===== src/rtl/serial_tx.sv =====
// serial_tx: 8N1 UART transmitter that pulls bytes from a ready/read upstream
module serial_tx #(
  parameter int N = 8,
  parameter int BAUD_DIV = 417
) (
  input  logic         i_clk,
  input  logic         i_rst_n,
  input  logic         i_rdy,
  input  logic [N-1:0] i_data,
  output logic         o_rd,
  output logic         o_tx,
  output logic         o_busy
);
  localparam int CW = $clog2(BAUD_DIV);
  localparam int BW = $clog2(N + 1);
  typedef enum logic [1:0] {IDLE, START, DATA, STOP} state_t;
  state_t r_state, w_next;
  logic [CW-1:0] r_cnt;
  logic [BW-1:0] r_bit;
  logic [N-1:0] r_shift;
  logic w_tc, w_last;
  assign w_tc = r_cnt == CW'(BAUD_DIV - 1);
  assign w_last = r_bit == BW'(N - 1);
  assign o_rd = i_rst_n && (r_state == IDLE) && i_rdy;
  always_comb begin
    w_next = r_state;
    case (r_state)
      IDLE:    w_next = o_rd ? START : IDLE;
      START:   w_next = w_tc ? DATA : START;
      DATA:    w_next = (w_tc && w_last) ? STOP : DATA;
      STOP:    w_next = w_tc ? IDLE : STOP;
      default: w_next = IDLE;
    endcase
  end
  always_ff @(posedge i_clk) begin
    if (!i_rst_n) begin
      r_state <= IDLE;
      r_cnt   <= '0;
      r_bit   <= '0;
      r_shift <= '1;
      o_tx    <= 1'b1;
      o_busy  <= 1'b0;
    end else begin
      r_state <= w_next;
      o_tx    <= r_state == START ? 1'b0 : r_state == DATA ? r_shift[0] : 1'b1;
      o_busy  <= r_state != IDLE;
      r_cnt   <= (r_state == IDLE || w_tc) ? '0 : r_cnt + 1'b1;
      if (o_rd)
        r_shift <= i_data;
      else if (r_state == DATA && w_tc)
        r_shift <= {1'b1, r_shift[N-1:1]};
      if (r_state == START && w_tc)
        r_bit <= '0;
      else if (r_state == DATA && w_tc)
        r_bit <= r_bit + 1'b1;
    end
  end
endmodule


===== config.mk =====
export PLATFORM = sky130hd
export DESIGN_NAME = serial_tx
export DESIGN_NICKNAME = d
export VERILOG_FILES = /design/src/rtl/serial_tx.sv
export SDC_FILE = /design/constraint.sdc
export NUM_CORES = 1
export LEC_CHECK = 0
export CORE_MARGIN = 2
export CORE_UTILIZATION = 53
export DETAILED_ROUTE_END_ITERATION = 16
export GPL_ROUTABILITY_DRIVEN = 0
export PLACE_DENSITY_LB_ADDON = 0.15
export SLEW_MARGIN = 20
export SYNTH_ARGS = -nofsm -noshare
export SYNTH_HDL_FRONTEND = slang
export SYNTH_SLANG_ARGS = --single-unit

===== constraint.sdc =====
create_clock -name i_clk -period 2.3 [get_ports i_clk]
set_clock_uncertainty 0.05 [all_clocks]
set_input_delay 0.46 -clock i_clk [delete_from_list [all_inputs] [get_ports i_clk]]
set_output_delay 0.46 -clock i_clk [all_outputs]
set_load 0.01 [all_outputs]

==> impl_metrics.env <==
export IMPL_cts_buffers=3
export IMPL_fin_setup_tns_ps=0
export IMPL_synth_edf_count=0
export IMPL_routedWlPerCell_um=12.9
export IMPL_cts_tree="built"
export IMPL_crit_path_cell_trace="clkdlybuf4s50_1 > nand3_1 > clkinv_1 > clkdlybuf4s50_1"
export IMPL_grt_overflow=0
export IMPL_synth_top_area_share_pct=44.8
export IMPL_start_util_pct=56.3
export IMPL_post_cts_repair_setup_buffers=0
export IMPL_cp_required_ps=1790
export IMPL_ios=14
export IMPL_grt_max_degree=16
export IMPL_fin_crit_ps=2170
export IMPL_yosys_warnings=0
export IMPL_rsz0062_at_grt="false"
export IMPL_setup_violations=0
export IMPL_synth_common_cells="dfxtp_1, nor2_1, and2_1"
export IMPL_synth_seq_area_share_pct=44.8
export IMPL_drt_iter0_markers=8
export IMPL_portBuffers=13
export IMPL_cts_buffer_depth=2
export IMPL_status="finished, final reports clean"
export IMPL_num_antenna_cells=0
export IMPL_period_share_pct=94.3
export IMPL_synth_seq_cells=25
export IMPL_drv_slew=0
export IMPL_synth_most_common_cell="dfxtp_1"
export IMPL_root_buffer="clkbuf_4"
export IMPL_fp_dieH_um=49.9
export IMPL_p_per_area_nw_per_um2=550
export IMPL_antenna_left=0
export IMPL_rows=16
export IMPL_drtPass1Iterations=4
export IMPL_drive_gt1_share_pct=10.6
export IMPL_syn_to_final_growth_pct=18.5
export IMPL_cts_hold_buf=0
export IMPL_fin_cells=168
export IMPL_synthArstFlopShare_pct=0
export IMPL_synthTopCellsByArea="dfxtp_1, nor2_1, a221oi_1"
export IMPL_synth_distinct_cells=30
export IMPL_grt_usage_pct=19.4
export IMPL_worst_endpoint_arrival_ps=1660
export IMPL_via_per_inst=5.48
export IMPL_fmax_mhz=461
export IMPL_nets=156
export IMPL_syn_nets=138
export IMPL_grt_pass1_wl_um=3700
export IMPL_crit_fanout=2
export IMPL_peakVddDrop_uv=380
export IMPL_clkLatencyLatePin_ps=330
export IMPL_htree_levels=1
export IMPL_clock_sinks=25
export IMPL_core_area_um2=1980
export IMPL_hold_viol=0
export IMPL_dp_hpwl_um=1600
export IMPL_syn_area_um2=1120
export IMPL_antenna_found_initial=0
export IMPL_maxSlewHeadroom_pct=70.5
export IMPL_wl_um=2160
export IMPL_cap_violations=0
export IMPL_place_inst=164
export IMPL_crit_path_end_kind="primary output"
export IMPL_rrSetupSlack_ps=500
export IMPL_synth_area_per_cell_um2=9.00
export IMPL_slowest_stage="clkdlybuf4s50_1"
export IMPL_vias=920
export IMPL_startpoint_type="input port"
export IMPL_crit_top_cell="clkdlybuf4s50_1"
export IMPL_fp_dieW_um=49.9
export IMPL_route_detailed_drc=0
export IMPL_die_area_um2=2490
export IMPL_slowest_delay_ps=530
export IMPL_hold_class="reg -> reg"
export IMPL_tightest_slew_ps=441
export IMPL_synth_area_leader_cell="dfxtp_1"
export IMPL_critical_path_class="in -> out"
export IMPL_postSynthCellCount=124
export IMPL_path_clk_slew_ps=140
export IMPL_ctsResizeCount=0
export IMPL_ys_flop_type="dfxtp_1"
export IMPL_fill_cells=176
export IMPL_grt_pass1_vias=888
export IMPL_p_leak_nw=0.491
## worst max-delay path, delay by kind of cell
kind	cells	cell delay (ps)
and+or+nand+nor	1	110
buffers and inverters	3	1090
## flip-flops by register name (all words and copies together), names as in the netlist
| signal | count |
|---|---|
| o_busy | 1 |
| o_tx | 1 |
| r_bit | 4 |
| r_cnt | 9 |
| r_shift | 8 |
| r_state | 2 |
## cell families after synthesis
logic type | Yosys count | share of synthesized area [%]
flops | 25 | 44.8
xor+xnor | 10 | 7.85
compound gates | 21 | 11.9
simple gates | 58 | 29.5
buf+inv | 7 | 2.58
fa+ha+maj | 3 | 3.36
## worst paths after layout
check	from	to	cells past startpoint
worst max-delay path	i_rst_n	o_rd	4
worst min-delay path	r_bit[3]	r_bit[3]	2
worst max register to register	r_cnt[0]	r_shift[5]	6
worst min register to register	r_bit[3]	r_bit[3]	2
## layout make-up
type	instances	area, µm²	share of cell area [%]
Multi-Input combinational cell	92	587	44.4
Clock inverter	1	7.51	0.568
Timing Repair Buffer	17	160	12.1
Tap cell	27	33.8	2.55
Clock buffer	3	22.5	1.70
Inverter	3	11.3	0.851
Sequential cell	25	500	37.8
## metal layers
| metal | part of all wire, % | GRT usage (%) |
|---|---|---|
| met5 | 0 | 0 |
| met4 | 1.7 | 6.94 |
| met3 | 3.3 | 3.03 |
| met2 | 53 | 36.0 |
| met1 | 42 | 22.0 |
## cell usage in the layout (no fill, tap or decap)
cell	n
nand3_1	6
xnor2_1	3
o21ai_1	7
nor2b_1	4
and3_2	3
or3_1	1
nand4b_1	1
nor4b_4	1
and4b_1	1
dfxtp_1	25
xor2_1	7
o21ai_0	4
clkbuf_4	3
nand2_2	1
a221oi_1	7
a21oi_1	2
nor2_1	19
and4_2	1
and2_0	1
clkdlybuf4s50_1	13
inv_1	2
nor3_1	1
and2_1	8
clkinv_1	1
ha_1	3
nand2_1	5
buf_4	4
nand4_1	4
a31oi_1	1
nand3_2	1
clkinvlp_4	1
## metrics by stage
| stage | utilization (%) | area, µm² | total power [mW] | hold slack (ps) | setup WS [ps] |
|---|---|---|---|---|---|
| finish | 66.7 | 1320 | 0.727 | 454 | 131 |
| global route | 66.7 | 1320 | 0.757 | 486 | 56.4 |
| CTS | 66.7 | 1320 | 0.736 | 452 | 131 |
| detailed placement | 65.2 | 1290 | 0.532 | 430 | 138 |
| global placement | 65.2 | 1290 | 0.529 | 419 | 135 |
| floorplan | - | 1120 | 0.492 | 403 | 618 |
## where the power goes
| part | total, mW | internal, mW | leakage (nW) | switching (mW) |
|---|---|---|---|---|
| Clock | 0.205 | 0.0666 | 0.0139 | 0.138 |
| Combinational | 0.0675 | 0.0373 | 0.274 | 0.0302 |
| Sequential | 0.454 | 0.446 | 0.203 | 0.00817 |
Note: power is estimated with default switching activity, not from simulation.
